### config.mk
export PLATFORM = sky130hd
export DESIGN_NAME = axi_burst_master
export DESIGN_NICKNAME = d
export VERILOG_FILES = /design/src/rtl/axi_burst_master.sv
export SDC_FILE = /design/constraint.sdc
export NUM_CORES = 1
export LEC_CHECK = 0
export BUFFER_PORTS_ARGS = -buffer_cell sky130_fd_sc_hd__buf_2
export CAP_MARGIN = 20
export CORE_AREA = 2 2 114 116
export CTS_BUF_LIST = sky130_fd_sc_hd__clkbuf_8
export CTS_CLUSTER_DIAMETER = 120
export DETAILED_ROUTE_END_ITERATION = 8
export DIE_AREA = 0 0 116 118
export GPL_TIMING_DRIVEN = 0
export PLACE_DENSITY = 0.69
export REMOVE_ABC_BUFFERS = 1
export SETUP_SLACK_MARGIN = 0.2
export SLEW_MARGIN = 10
export SYNTH_ARGS = -nofsm -noshare
export SYNTH_HDL_FRONTEND = slang
export SYNTH_SLANG_ARGS = --single-unit
### constraint.sdc
create_clock -name clk -period 3 [get_ports clk]
set_input_delay 0.6 -clock clk [delete_from_list [all_inputs] [get_ports clk]]
set_output_delay 0.6 -clock clk [all_outputs]
set_load 0.005 [all_outputs]
### src/rtl/axi_burst_master.sv
// axi_burst_master: AXI4 initiator that turns one command into one INCR burst,
// read or write, with a single status word returned per command.
// Optional build macro: AXI_BURST_MASTER_4K_CHECK_EN. When it is defined, commands
// whose burst would cross a 4 KB boundary complete with SLVERR and are not issued.
module axi_burst_master #(
    parameter int DATA_WIDTH = 32,
    parameter int ADDR_WIDTH = 16,
    parameter int STRB_WIDTH = DATA_WIDTH / 8,
    parameter int ID_WIDTH   = 8,
    parameter int AXI_ID     = 0
) (
    input  logic                  clk,
    input  logic                  rst,
    // command / status
    input  logic [ADDR_WIDTH-1:0] cmd_addr,
    input  logic [7:0]            cmd_len,
    input  logic                  cmd_write,
    input  logic                  cmd_valid,
    output logic                  cmd_ready,
    input  logic [DATA_WIDTH-1:0] s_wr_data,
    input  logic [STRB_WIDTH-1:0] s_wr_strb,
    input  logic                  s_wr_valid,
    output logic                  s_wr_ready,
    output logic [DATA_WIDTH-1:0] m_rd_data,
    output logic                  m_rd_last,
    output logic                  m_rd_valid,
    input  logic                  m_rd_ready,
    output logic [1:0]            sts_resp,
    output logic                  sts_valid,
    input  logic                  sts_ready,
    // AXI4 write address
    output logic [ID_WIDTH-1:0]   m_axi_awid,
    output logic [ADDR_WIDTH-1:0] m_axi_awaddr,
    output logic [7:0]            m_axi_awlen,
    output logic [2:0]            m_axi_awsize,
    output logic [1:0]            m_axi_awburst,
    output logic                  m_axi_awlock,
    output logic [3:0]            m_axi_awcache,
    output logic [2:0]            m_axi_awprot,
    output logic                  m_axi_awvalid,
    input  logic                  m_axi_awready,
    // AXI4 write data
    output logic [DATA_WIDTH-1:0] m_axi_wdata,
    output logic [STRB_WIDTH-1:0] m_axi_wstrb,
    output logic                  m_axi_wlast,
    output logic                  m_axi_wvalid,
    input  logic                  m_axi_wready,
    // AXI4 write response
    input  logic [ID_WIDTH-1:0]   m_axi_bid,
    input  logic [1:0]            m_axi_bresp,
    input  logic                  m_axi_bvalid,
    output logic                  m_axi_bready,
    // AXI4 read address
    output logic [ID_WIDTH-1:0]   m_axi_arid,
    output logic [ADDR_WIDTH-1:0] m_axi_araddr,
    output logic [7:0]            m_axi_arlen,
    output logic [2:0]            m_axi_arsize,
    output logic [1:0]            m_axi_arburst,
    output logic                  m_axi_arlock,
    output logic [3:0]            m_axi_arcache,
    output logic [2:0]            m_axi_arprot,
    output logic                  m_axi_arvalid,
    input  logic                  m_axi_arready,
    // AXI4 read data
    input  logic [ID_WIDTH-1:0]   m_axi_rid,
    input  logic [DATA_WIDTH-1:0] m_axi_rdata,
    input  logic [1:0]            m_axi_rresp,
    input  logic                  m_axi_rlast,
    input  logic                  m_axi_rvalid,
    output logic                  m_axi_rready
);

    localparam int                    SIZE      = $clog2(STRB_WIDTH);
    localparam logic [ADDR_WIDTH-1:0] ADDR_MASK = ~ADDR_WIDTH'(STRB_WIDTH - 1);

    typedef enum logic [2:0] {
        IDLE, WR_ADDR, WR_DATA, WR_RESP, RD_ADDR, RD_DATA, STATUS
    } state_e;

    state_e                state_q, state_d;
    logic [ADDR_WIDTH-1:0] addr_q, addr_d;
    logic [7:0]            len_q, len_d;
    logic [7:0]            cnt_q, cnt_d;
    logic [1:0]            resp_q, resp_d;
    logic                  cmd_ready_q, cmd_ready_d;

    logic [ADDR_WIDTH-1:0] cmd_addr_aligned;
    assign cmd_addr_aligned = cmd_addr & ADDR_MASK;

`ifdef AXI_BURST_MASTER_4K_CHECK_EN
    // Offset of the last byte of the burst from the start of its 4 KB page.
    logic [31:0] burst_end;
    logic        cross_4k;
    assign burst_end = 32'(cmd_addr_aligned[11:0])
                     + ((32'(cmd_len) + 32'd1) * 32'(STRB_WIDTH)) - 32'd1;
    assign cross_4k  = (burst_end > 32'd4095);
`endif

    // IDs are not used: one transaction is outstanding at a time.
    logic unused_ids;
    assign unused_ids = ^{m_axi_bid, m_axi_rid};

    // Constant address-channel fields; address and length come from the latched command.
    assign m_axi_awid    = ID_WIDTH'(AXI_ID);
    assign m_axi_awaddr  = addr_q;
    assign m_axi_awlen   = len_q;
    assign m_axi_awsize  = 3'(SIZE);
    assign m_axi_awburst = 2'b01;
    assign m_axi_awlock  = 1'b0;
    assign m_axi_awcache = 4'b0011;
    assign m_axi_awprot  = 3'b000;
    assign m_axi_arid    = ID_WIDTH'(AXI_ID);
    assign m_axi_araddr  = addr_q;
    assign m_axi_arlen   = len_q;
    assign m_axi_arsize  = 3'(SIZE);
    assign m_axi_arburst = 2'b01;
    assign m_axi_arlock  = 1'b0;
    assign m_axi_arcache = 4'b0011;
    assign m_axi_arprot  = 3'b000;

    // Data buses pass straight through; their valids are gated by state below.
    assign m_axi_wdata = s_wr_data;
    assign m_axi_wstrb = s_wr_strb;
    assign m_rd_data   = m_axi_rdata;
    assign m_rd_last   = m_axi_rlast;
    assign cmd_ready   = cmd_ready_q;
    assign sts_resp    = resp_q;

    // State and command registers.
    always_ff @(posedge clk or posedge rst) begin
        if (rst) begin
            state_q     <= IDLE;
            addr_q      <= '0;
            len_q       <= '0;
            cnt_q       <= '0;
            resp_q      <= '0;
            cmd_ready_q <= 1'b0;
        end else begin
            // NOTE: non-blocking assignments so every flop samples pre-edge values.
            state_q     <= state_d;
            addr_q      <= addr_d;
            len_q       <= len_d;
            cnt_q       <= cnt_d;
            resp_q      <= resp_d;
            cmd_ready_q <= cmd_ready_d;
        end
    end

    // Next-state and handshake logic for the shared read/write sequencer.
    always_comb begin
        // NOTE: every output and next-state value gets a default first, so no latches.
        state_d       = state_q;
        addr_d        = addr_q;
        len_d         = len_q;
        cnt_d         = cnt_q;
        resp_d        = resp_q;
        m_axi_awvalid = 1'b0;
        m_axi_wvalid  = 1'b0;
        m_axi_wlast   = 1'b0;
        s_wr_ready    = 1'b0;
        m_axi_bready  = 1'b0;
        m_axi_arvalid = 1'b0;
        m_axi_rready  = 1'b0;
        m_rd_valid    = 1'b0;
        sts_valid     = 1'b0;

        unique case (state_q)
            IDLE: begin
                if (cmd_valid && cmd_ready_q) begin
                    addr_d = cmd_addr_aligned;
                    len_d  = cmd_len;
                    resp_d = 2'b00;
`ifdef AXI_BURST_MASTER_4K_CHECK_EN
                    if (cross_4k) begin
                        resp_d  = 2'b10;
                        state_d = STATUS;
                    end else
`endif
                    if (cmd_write) state_d = WR_ADDR;
                    else           state_d = RD_ADDR;
                end
            end
            WR_ADDR: begin
                m_axi_awvalid = 1'b1;
                if (m_axi_awready) begin
                    cnt_d   = len_q;
                    state_d = WR_DATA;
                end
            end
            WR_DATA: begin
                m_axi_wvalid = s_wr_valid;
                s_wr_ready   = m_axi_wready;
                m_axi_wlast  = (cnt_q == 8'd0);
                if (s_wr_valid && m_axi_wready) begin
                    if (cnt_q == 8'd0) state_d = WR_RESP;
                    else               cnt_d   = cnt_q - 8'd1;
                end
            end
            WR_RESP: begin
                m_axi_bready = 1'b1;
                if (m_axi_bvalid) begin
                    resp_d  = m_axi_bresp;
                    state_d = STATUS;
                end
            end
            RD_ADDR: begin
                m_axi_arvalid = 1'b1;
                if (m_axi_arready) state_d = RD_DATA;
            end
            RD_DATA: begin
                m_rd_valid   = m_axi_rvalid;
                m_axi_rready = m_rd_ready;
                if (m_axi_rvalid && m_rd_ready) begin
                    if (m_axi_rresp > resp_q) resp_d = m_axi_rresp;
                    if (m_axi_rlast) state_d = STATUS;
                end
            end
            STATUS: begin
                sts_valid = 1'b1;
                if (sts_ready) state_d = IDLE;
            end
            default: state_d = IDLE;
        endcase

        cmd_ready_d = (state_d == IDLE);
    end

endmodule

==> flow_summary.yaml <==
yosys:
  yosysWarnings: 0
  synth_edf_count: 0
  synth_ff_type: "dfrtp_1"
  synth_most_common_cell: "buf_4"
  ys_ff_latch: 36
  yosysTopAreaCell: "buf_4"
  synth_cell_types: 52
  syn_area_um2: 2914
  seq_area_frac_synth: 0.3091
  synthTopCellsByArea: "buf_4 35%, dfrtp_1 31%, mux2_2 8.9%"
  async_flop_share: 1.000
  synth_common_cells: "137 x buf_4, 36 x dfrtp_1, 23 x mux2_2, 10 x nand2_1, 9 x inv_1"
  syn_inst: 307
  yosysTopAreaCellShare: 0.3529
  avgSynthCellArea_um2: 9.492
drt:
  drt-met1-wl_um: 3114
  totalWireLength_um: 14340
  wl_met3_um: 4501
  antenna_left: 0
  remaining_drc_errors: 0
  vias: 1991
  routed.top_layer: "met4"
  firstDrtPassIters: 4
  wl_per_cell_um: 29.74
  met2_wirelength_um: 6635
  routed_via_density: 4.131
  initialDrtViolationCount: 78
setup_path:
  start_kind: "flop"
  worst-setup-path-type: "reg2out"
  timing.rr.end: "m_axi_araddr[13]$_DFFE_PP0P_"
  r2r_start: "state_q[0]$_DFF_PP0_"
  critPathCaptureType: "output port"
  crit_arrival_ps: 2100
  worstPathRequired_ps: 2400
  ff2ff_path_depth: 4
  crit_fanout: 4
  rrSetupSlack_ps: 640
timing:
  postLayoutSetupSlackWorst_ps: 296.5
  fin_skew_ps: 11.61
  setup_viol: 0
  fin_setup_tns_ps: 0
  holdWs_ps: 468.8
  maxSlewViolCount: 0
  fin_crit_ps: 2704
  max-slew-margin-rel: 0.4598
  timing.fmax_mhz: 369.9
  final_hold_viol_count: 0
  min_period_over_period: 0.9012
  tightestPinTransition_ps: 809.2
  rsz0062_at_grt: "no"
finish:
  area_delta_synth_final_pct: -3.392
  fin_area_um2: 2815
  nNetsFinal: 435
  drive_gt1_frac: 0.4610
power:
  total_power_w: 0.002277
  total_leakage_power_nw: 1.461
  power.density_nw_per_um2: 809.0
  vdd_drop_max_uv: 290.5
placed_design:
  io_buffer_count: 95
  gp_congestion: 0.8191
  place_hpwl_um: 12790
  pre_cts_ws_ps: 307.6
  placedInstanceArea_um2: 2681
clock_network:
  cts_tree: "yes"
  cts.path.max_buffers: 2
  clock-sinks: 36
  clk-insertion-delay-late_ps: 290
  root_buffer: "clkbuf_8"
  numCtsBuffers: 5
  cts.reportedPaths.clkPinSlew_ps: 80
  h-tree-depth: 2
die:
  die_height_um: 118
  core-area_um2: 12410
  die_w_um: 116
  rows: 41
  die-area_um2: 13690
  io_pins: 296
  initial_core_util: 0.2347
job:
  maxCapViolations: 0
status:
  status: "finished, final reports clean"
global_route:
  grt_pass1_wl_um: 17980
  grt_max_degree: 37
  grt_use_total: 0.2021
  overflow: 0
  antenna_found_initial: 2
  grt_pass1_vias: 1829
min_path:
  worst_hold_path_type: "in2async"
-- final cells by class --
type | instances | area, µm²
diodes | 2 | 5.005
well taps | 172 | 215.2
clock inverters | 2 | 10.01
fillers | 1385 | 9599
flip-flops and latches | 36 | 903.4
clock buffers | 6 | 82.58
multi-input cells | 158 | 1071
repair buffers | 97 | 494.2
inverters | 9 | 33.78
-- worst max path at each step --
stage,from,slack [ps],to,depth (start not counted)
2_1_floorplan,cnt_q[0]$_DFFE_PP0P_,630,m_axi_wlast,5
3_5_place_dp,state_q[0]$_DFF_PP0_,310,m_axi_wlast,4
3_3_place_gp,state_q[0]$_DFF_PP0_,310,m_axi_wlast,4
4_1_cts,cnt_q[0]$_DFFE_PP0P_,240,m_axi_wlast,6
5_1_grt,cnt_q[0]$_DFFE_PP0P_,210,m_axi_wlast,6
6_report,cnt_q[0]$_DFFE_PP0P_,300,m_axi_wlast,6
-- cells in the final DEF, fill, tap and decap left out, drive strengths merged, types with 2 or more instances in the layout --
cell     instances
a21oi            5
a22o             3
a22oi            2
and2             5
and3b            2
buf             97
clkbuf           6
clkinv           2
conb            46
dfrtp           36
diode            2
ha               3
inv              9
mux2            24
nand2           11
nand2b           2
nand3            5
nor2             6
nor3             4
nor3b            3
nor4bb           2
o2111ai          2
o21ai            6
o2bb2ai          3
or4              2
-- state kept, by name (all words and copies together), names as in the netlist --
| signal | flops |
|---|---|
| cmd_ready | 1 |
| state_q | 3 |
| m_axi_arlen | 8 |
| m_axi_araddr | 14 |
| sts_resp | 2 |
| cnt_q | 8 |
-- stage by stage --
step,instances,util
floorplan,203,-
global placement,470,0.2160
detailed placement,470,0.2160
CTS,479,0.2242
global route,480,0.2264
finish,482,0.2268
-- worst max-delay path: stages (launching register included) --
cell and delay [ps]:
dfrtp_1 400, inv_1 120, ha_4 150, or4b_4 490
or4_4 440, inv_1 100, buf_2 120
-- power by group --
| part | internal [W] | total (W) | switching (W) |
|---|---|---|---|
| Combinational | 0.000537 | 0.00101 | 0.000476 |
| Sequential | 0.000684 | 0.000898 | 0.000214 |
| Clock | 0.000184 | 0.000366 | 0.000183 |
-- cells by family (layout without fill, tap and decap cells) --
logic type      count (synthesis)  count (layout)  share of synthesized area
buf+inv                       157             114                     0.3851
other cells                     2              48                   0.002577
fa+ha+maj                       3               3                    0.01288
mux                            25              25                    0.09747
simple gates                   50              50                     0.1048
compound gates                 34              34                    0.08803
flops                          36              36                     0.3091
-- timing repair --
item	in CTS	in global routing
hold buffers	0	0
pin swaps	1	1
setup buffers	1	0
endpoints found under the setup margin	1	1
resized for setup	1	4
-- metal layers --
layer,track usage,vias to the layer above
li1,-,849
met4,0.02307,0
met3,0.2920,13
met5,0.01176,-
met1,0.1361,882
met2,0.3202,247
Note: power is estimated with default switching activity, not from simulation.
